<file path="src/rtl/crpa_bf_pkg.sv">
// rtl/crpa_bf_pkg.sv - shared beamformer weight constants and coefficient bank state type
package crpa_bf_pkg;

    localparam int BF_NN       = 4;
    localparam int BF_B_WIDTH  = 16;
    localparam int BF_RST_GAIN = 2 ** (BF_B_WIDTH - 2);

    typedef enum logic {
        LOAD = 1'b0,
        PEND = 1'b1
    } bf_bank_state_e;

endpackage

</file>
<file path="src/rtl/bf_coef_bank.sv">
// rtl/bf_coef_bank.sv - double-buffered beamformer weight bank, swapped on epoch strobe
module bf_coef_bank
    import crpa_bf_pkg::*;
#(
    parameter int NN       = BF_NN,
    parameter int B_WIDTH  = BF_B_WIDTH,
    parameter int REF_CH   = 0,
    parameter int RST_GAIN = 2 ** (B_WIDTH - 2)
) (
    input  logic                    clk,
    input  logic                    resetn,
    input  logic                    s_valid,
    output logic                    s_ready,
    input  logic [B_WIDTH-1:0]      s_data,
    input  logic                    s_last,
    input  logic                    epoch,
    input  logic                    flush,
    input  logic                    clr_err,
    output logic [NN*B_WIDTH-1:0]   coefs_out,
    output logic                    coef_upd,
    output logic                    pending,
    output logic                    err_len,
    output logic [7:0]              upd_cnt
);

    localparam int IDX_W = (NN > 1) ? $clog2(NN) : 1;
    localparam logic [IDX_W-1:0] LAST_IDX = IDX_W'(NN - 1);
    localparam logic [B_WIDTH-1:0] GAIN_W = B_WIDTH'(RST_GAIN);
    localparam logic [NN*B_WIDTH-1:0] RST_COEFS =
        (NN*B_WIDTH)'(GAIN_W) << (REF_CH * B_WIDTH);

    bf_bank_state_e          state_q, state_d;
    logic [IDX_W-1:0]        idx_q, idx_d;
    logic [B_WIDTH-1:0]      shadow_q [NN];
    logic [B_WIDTH-1:0]      shadow_d [NN];
    logic [NN*B_WIDTH-1:0]   coefs_q, coefs_d;
    logic                    coef_upd_q, coef_upd_d;
    logic                    err_len_q, err_len_d;
    logic [7:0]              upd_cnt_q, upd_cnt_d;
    logic                    err_set;

    assign s_ready   = (state_q == LOAD);
    assign pending   = (state_q == PEND);
    assign coefs_out = coefs_q;
    assign coef_upd  = coef_upd_q;
    assign err_len   = err_len_q;
    assign upd_cnt   = upd_cnt_q;

    // Next-state: burst capture into shadow, epoch-gated promotion, flush abort, sticky length error
    always_comb begin
        state_d    = state_q;
        idx_d      = idx_q;
        shadow_d   = shadow_q;
        coefs_d    = coefs_q;
        coef_upd_d = 1'b0;
        err_len_d  = err_len_q;
        upd_cnt_d  = upd_cnt_q;
        err_set    = 1'b0;

        if (flush) begin
            // Flush wins over both a concurrent beat and a concurrent epoch.
            idx_d   = '0;
            state_d = LOAD;
        end else begin
            case (state_q)
                LOAD: begin
                    if (s_valid) begin
                        shadow_d[idx_q] = s_data;
                        if (idx_q == LAST_IDX) begin
                            idx_d = '0;
                            if (s_last) begin
                                state_d = PEND;
                            end else begin
                                err_set = 1'b1;
                            end
                        end else if (s_last) begin
                            idx_d   = '0;
                            err_set = 1'b1;
                        end else begin
                            idx_d = idx_q + 1'b1;
                        end
                    end
                end
                PEND: begin
                    if (epoch) begin
                        for (int k = 0; k < NN; k++) begin
                            coefs_d[k*B_WIDTH +: B_WIDTH] = shadow_q[k];
                        end
                        coef_upd_d = 1'b1;
                        upd_cnt_d  = upd_cnt_q + 8'd1;
                        state_d    = LOAD;
                    end
                end
                default: state_d = LOAD;
            endcase
        end

        // A fresh error in the same cycle as a clear keeps the flag set.
        if (clr_err) begin
            err_len_d = 1'b0;
        end
        if (err_set) begin
            err_len_d = 1'b1;
        end
    end

    // State registers with asynchronous return to the reset weight set
    always_ff @(posedge clk or negedge resetn) begin
        if (!resetn) begin
            state_q    <= LOAD;
            idx_q      <= '0;
            for (int k = 0; k < NN; k++) begin
                shadow_q[k] <= '0;
            end
            coefs_q    <= RST_COEFS;
            coef_upd_q <= 1'b0;
            err_len_q  <= 1'b0;
            upd_cnt_q  <= 8'd0;
        end else begin
            state_q    <= state_d;
            idx_q      <= idx_d;
            shadow_q   <= shadow_d;
            coefs_q    <= coefs_d;
            coef_upd_q <= coef_upd_d;
            err_len_q  <= err_len_d;
            upd_cnt_q  <= upd_cnt_d;
        end
    end

endmodule
</file>
<file path="config.mk">
export PLATFORM = sky130hd
export DESIGN_NAME = bf_coef_bank
export DESIGN_NICKNAME = d
export VERILOG_FILES = /design/src/rtl/crpa_bf_pkg.sv /design/src/rtl/bf_coef_bank.sv
export SDC_FILE = /design/constraint.sdc
export NUM_CORES = 1
export LEC_CHECK = 0
export BUFFER_PORTS_ARGS = -buffer_cell sky130_fd_sc_hd__buf_4
export CORE_ASPECT_RATIO = 1.1
export CORE_MARGIN = 1.5
export CORE_UTILIZATION = 55
export CTS_CLUSTER_SIZE = 30
export DETAILED_ROUTE_END_ITERATION = 8
export GPL_TIMING_DRIVEN = 1
export PLACE_DENSITY = 0.86
export SYNTH_ARGS = -nofsm -noshare
export SYNTH_HDL_FRONTEND = slang
export SYNTH_SLANG_ARGS = --single-unit
</file>
<file path="constraint.sdc">
create_clock -name clk -period 1.9 [get_ports clk]
set_input_delay 0.38 -clock clk [delete_from_list [all_inputs] [get_ports clk]]
set_output_delay 0.38 -clock clk [all_outputs]
set_load 0.005 [all_outputs]
</file>
==> run metrics, run 1 <==
Worst setup SP type flip-flop; Worst Skew 0.006259 ns; Inst Count DP between 600 and 700; global-route wire length before repair 20220 µm; CTS Root Cell clkbuf_8; FP Rows 38; main flop type after synthesis dfrtp_1; Synth warnings 0; drt total wl approximately 13000 µm; Reg area 3530 µm²; Final nets 605; flops & latches, synth 141; Total GRT Usage 0.2498; Finished Layout Cells 709; Hold Crit Depth 2; largest net degree at the start of global routing 54; CTS tree built; Initial Util 0.5681; remaining global-route overflow 0; Slew headroom 0.6772; Crit Path Class flip-flop to output port; Netlist cell types 26; CP Capture Type output port; Clock Latency Late Sink 0.53 ns; setup repair after global routing missed its margin no; clock sinks 141; detailed-route wire length per cell 17.89 µm; Iter 0 DRT Violations roughly 360; first drt pass iteration count 5; Area growth syn-to-layout 27.77%; TritonCTS Buffers 17; EDFF count, synth 0; outcome completed; Final Wtd Congestion 0.7984; vias in the first global route 3914; Multi-input gate area 1912 µm²; commonest non-fill, non-tap cells in the layout nand2_1 (197), dfrtp_1 (140), buf_4 (101), mux2_4 (40), mux2_2 (24); Synth Net Count 498; ant diodes 0; die height 109 µm; DR vias/cell 5.389; final setup TNS 0 ns; post-synthesis sequential area ratio 0.6283; share of layout cells above drive strength 1 0.3497; Die Area 10830 µm²; IO Pins 99; Cells after Synth 469; FILL cells around 650; Final Hold Violating Endpoints 0; Mapped Area 5618 µm²; worst path arrival time 1.20 ns; Final Cycle Share 0.8296; Syn Area/Cell 11.98 µm²; Final HPWL DP slightly below 8000 µm; FFs w/ async S/R, synth 1.000; leak pwr 3.903 nW; Port-buffer cells 98; final setup vio count 0; DR vias 3821; worst-margin pin slew 0.4841 ns; drt drc 0; Clk pin slew, worst setup/hold paths 0.06 ns; core area slightly below 10000 µm²; hold crit path type primary input to flip-flop; peak supply drop 619.8 µV; Final min period 1.576 ns; worst reg2reg path depth 4; Slew Limit Fails 0; Pwr Density 1045 nW/µm²; maximum clock path buffer count 2; Routed Antenna Nets 0; initial antenna violation count 0; Required @ worst endpoint around 1.5 ns; commonest non-fill, non-tap cell in the layout nand2_1; max cap viols 0; Die W 99.36 µm; H-tree depth 4; achievable frequency 0.6344 GHz; worst-path fanout max 6
[per-stage QoR]
step / hold slack, ns / utilization / power, mW / worst slack [ns] / instance area, µm²
6_report: 0.03694 / 0.7258 / 7.503 / 0.3238 / 7178
5_1_grt: 0.03290 / 0.7258 / 7.732 / 0.2538 / 7178
4_1_cts: 0.02151 / 0.7258 / 7.537 / 0.3120 / 7178
3_5_place_dp: 0.3632 / 0.6593 / 3.928 / 0.2778 / 6520
3_3_place_gp: 0.3521 / 0.6593 / 3.884 / 0.3512 / 6520
2_1_floorplan: 0.08441 / - / 3.703 / 0.4058 / 5618
[synth_stat cells, types with 2 or more instances]
cell      number  area (µm²)
nor2b_1        2       12.51
nand4_1        3       18.77
ha_1           6       75.07
mux2i_1        2       20.02
nand3_1        2       10.01
xor2_1         4       35.03
nand2_1      197       739.5
clkbuf_1       4       15.01
xnor2_1        4       35.03
dfrtp_1      140        3503
buf_2          9       45.04
nor3_1         2       10.01
mux2_2        24       270.3
buf_6          8       90.09
and3_1         5       31.28
mux2_4        40       600.6
nor2_1         5       18.77
inv_1          4       15.01
[per-layer routing]
metal | track usage | vias to the layer above | share of wire
met5 | 0 | - | 0
met4 | 0.08048 | 0 | 0.0082
met3 | 0.06923 | 17 | 0.068
met2 | 0.4232 | 170 | 0.52
met1 | 0.3141 | 1922 | 0.41
li1 | - | 1712 | -
[logic make-up after synthesis]
family | Yosys count | share of synthesized area
AO/OA/AOI/OAI | 2 | 0.002449
XOR/XNOR | 8 | 0.01247
adder cells (fa/ha/maj) | 6 | 0.01336
buffers and inverters | 27 | 0.03140
flip-flops | 141 | 0.6283
multiplexers | 66 | 0.1586
AND/OR/NAND/NOR | 219 | 0.1535
[power breakdown]
group / internal, mW / switching [mW] / leakage, nW
clock: 2.37 / 1.23 / 0.315
combinational: 0.318 / 0.186 / 1.70
sequential: 3.24 / 0.156 / 1.89
total: 5.93 / 1.58 / 3.90
[sequential cells by signal, indices dropped and copies added, names as in the netlist]
| signal | cells |
|---|---|
| shadow_q | 64 |
| coefs_out | 64 |
| idx_q | 2 |
| err_len | 1 |
| pending | 1 |
| coef_upd | 1 |
| upd_cnt | 8 |
[layout make-up]
class                      instances  area share
clock buffer                      22     0.06449
clock inverter                    10     0.02580
sequential                       141      0.4917
tap                              120     0.02092
timing repair buffer             110      0.1281
inverter                           5    0.002615
multi-input combinational        301      0.2663
[worst max-delay path, stage by stage (launching register included)]
cell	delay, ns
dfrtp_1	0.44
inv_1	0.08
buf_4	0.14
[timing repair]
| action | in CTS | in global routing |
|---|---|---|
| endpoints found under the hold margin | 49 | 0 |
| buffers inserted | 0 | 0 |
| hold buffers | 1 | 0 |
| resized for setup | 0 | 0 |
[final timing paths]
path	slack, ns	from	end
min reg2reg	0.47	upd_cnt[7]	upd_cnt[7]
max in group asynchronous	0.91	resetn	shadow_q[36]
min in group asynchronous	0.37	resetn	coefs_out[60]
max	0.32	pending	s_ready
min	0.04	flush	pending
max reg2reg	0.33	pending	shadow_q[1]
Note: power is estimated with default switching activity, not from simulation.
==> run 2, diff against run 1 <==
--- a/config.mk
+++ b/config.mk
@@ -8,11 +8,11 @@
 export BUFFER_PORTS_ARGS = -buffer_cell sky130_fd_sc_hd__buf_4
 export CORE_ASPECT_RATIO = 1.1
 export CORE_MARGIN = 1.5
-export CORE_UTILIZATION = 55
+export CORE_UTILIZATION = 50
 export CTS_CLUSTER_SIZE = 30
 export DETAILED_ROUTE_END_ITERATION = 8
 export GPL_TIMING_DRIVEN = 1
-export PLACE_DENSITY = 0.86
+export PLACE_DENSITY = 0.82
 export SYNTH_ARGS = -nofsm -noshare
 export SYNTH_HDL_FRONTEND = slang
 export SYNTH_SLANG_ARGS = --single-unit
==> constraint.sdc (replaced) <==
create_clock -name clk -period 1.3 [get_ports clk]
set_input_delay 0.26 -clock clk [delete_from_list [all_inputs] [get_ports clk]]
set_output_delay 0.26 -clock clk [all_outputs]
set_load 0.005 [all_outputs]
==> run 2 against run 1 <==
- the run now ends with setup timing left
- global-route usage is 0.16 points lower
- die area up 9.7%
- cell count grew 8.6%
- highest routed layer unchanged
- largest power group is now registers
- cell area increased by 20%
- clock skew is 0.0020 ns higher
- total power rose by 45%
- flip-flop and latch count unchanged
==> run metrics, run 2 (synthesized netlist as in run 1, its figures left out) <==
worst path arrival time 1.83 ns; Slowest cell on crit path dfrtp_1; outcome finished, violations left; worst-margin pin slew 0.4391 ns; worst-path fanout max 8; CP cell instances ha_2 -> and3_4 -> clkbuf_16 -> mux2_4; pre-CTS setup slack -0.2084 ns; final hold slack approximately 0.018 ns; Final HPWL DP 7904 µm; met3 GRT Util 0.05578; CP delay by family, top flip-flops; detailed-route wire length per cell 23.50 µm; leak pwr a little under 5 nW; achievable frequency 0.6502 GHz; Routed Antenna Nets 0; total power 10.88 mW; Slew headroom 0.7073; CTS tree built; commonest non-fill, non-tap cell in the layout dfrtp_1; CTS Root Cell clkbuf_16; drt drc 0; slowest stage delay, CP 0.44 ns; Final Wtd Congestion 0.7823; commonest non-fill, non-tap cells in the layout dfrtp_1 (137), buf_4 (103), nand2_1 (69); Port-buffer cells 98; Final Hold Violating Endpoints 0; GR Util met1 0.3046; Die W 104.1 µm; core area ~11000 µm²; CP Capture Type flip-flop; initial antenna violation count 0; Required @ worst endpoint 1.60 ns; Final nets 639; Initial Util 0.5149; maximum clock path buffer count 2; global-route wire length before repair 22270 µm; setup repair after global routing missed its margin yes; share of layout cells above drive strength 1 0.6244; IO Pins 99; Die Area 11880 µm²; clock sinks 141; FILL cells 598; max cap viols 0; die height 114.2 µm; Slew Limit Fails 0; Worst setup SP type flip-flop; remaining global-route overflow 0; Iter 0 DRT Violations 249; Total GRT Usage 0.2482; Area growth syn-to-layout 53.36%; peak supply drop between 800 and 900 µV; largest net degree at the start of global routing 44; final setup vio count 138; H-tree depth 4; Pwr Density 1262 nW/µm²; met2 Use GR 0.4260; Final min period 1.538 ns; ant diodes 0; CP Buf/Inv Count 1; post-layout util 0.7897; failing checks setup timing; vias in the first global route 4265; TritonCTS Buffers 17; FP Rows 40; global route hottest layer met2; DR vias/cell approximately 5.5; Clk pin slew, worst setup/hold paths around 0.06 ns; Clock Latency Late Sink 0.42 ns; Final Cycle Share 1.183; Crit Path Class flip-flop to flip-flop; DR vias 4252; first drt pass iteration count 5; final worst slack -0.2380 ns; drt total wl 18090 µm; Worst Skew 0.008251 ns; hold crit path type primary input to flip-flop
## run 2: routing by layer
layer	vias up	wire length, µm
met5	-	0
met4	0	803
met3	66	1079
met2	210	9444
met1	2180	6765
li1	1796	-
## run 2: worst paths after layout
path	to	cells past startpoint	slack (ns)	startpoint
setup / recovery	shadow_q[5]	4	-0.24	idx_q[1]
hold / removal	err_len	2	0.02	clr_err
setup reg to reg	shadow_q[5]	4	-0.24	idx_q[1]
hold reg to reg	coefs_out[61]	2	0.47	coefs_out[61]
max in group asynchronous	coefs_out[38]	3	0.40	resetn
min in group asynchronous	coefs_out[46]	2	0.35	resetn
## run 2: what timing repair did
item | in CTS | in global routing
buffers inserted | 6 | 6
endpoints found under the hold margin | 37 | 0
endpoints found under the setup margin | 96 | 141
hold buffers | 1 | 0
pin swaps | 2 | 96
cloned | 7 | 8
resized for setup | 29 | 241
## run 2: where the power goes
part           leakage (nW)  internal (mW)  switching, mW
logic                  2.77          0.574          0.346
registers              1.89           4.73          0.434
clock network         0.271           2.82           1.98
total                  4.93           8.12           2.76
## run 2: stage by stage
| step | cell area, µm² | std cells | setup TNS (ns) |
|---|---|---|---|
| 4_1_cts | 7594 | 759 | -11.84 |
| 3_3_place_gp | 6676 | 713 | -6.998 |
| 5_1_grt | 8616 | 770 | -27.90 |
| 3_5_place_dp | 6676 | 713 | -10.50 |
| 6_report | 8616 | 770 | -20.84 |
| 2_1_floorplan | 5652 | 469 | -6.837 |
## run 2: final cells by class
| class | count | area (µm²) | area share |
|---|---|---|---|
| flip-flops and latches | 141 | 3533 | 0.4101 |
| multi-input cells | 301 | 2745 | 0.3186 |
| repair buffers | 143 | 1529 | 0.1775 |
| clock buffers | 17 | 425.4 | 0.04938 |
| well taps | 147 | 183.9 | 0.02135 |
| clock inverters | 15 | 148.9 | 0.01728 |
| inverters | 5 | 33.78 | 0.003921 |
| repair inverters | 1 | 16.27 | 0.001888 |
## run 2: worst reg2reg max path, cell delays in order, from the launching register on
cell and delay [ns]:
dfrtp_1 0.44, ha_2 0.24, and3_4 0.24, clkbuf_16 0.19, mux2_4 0.32
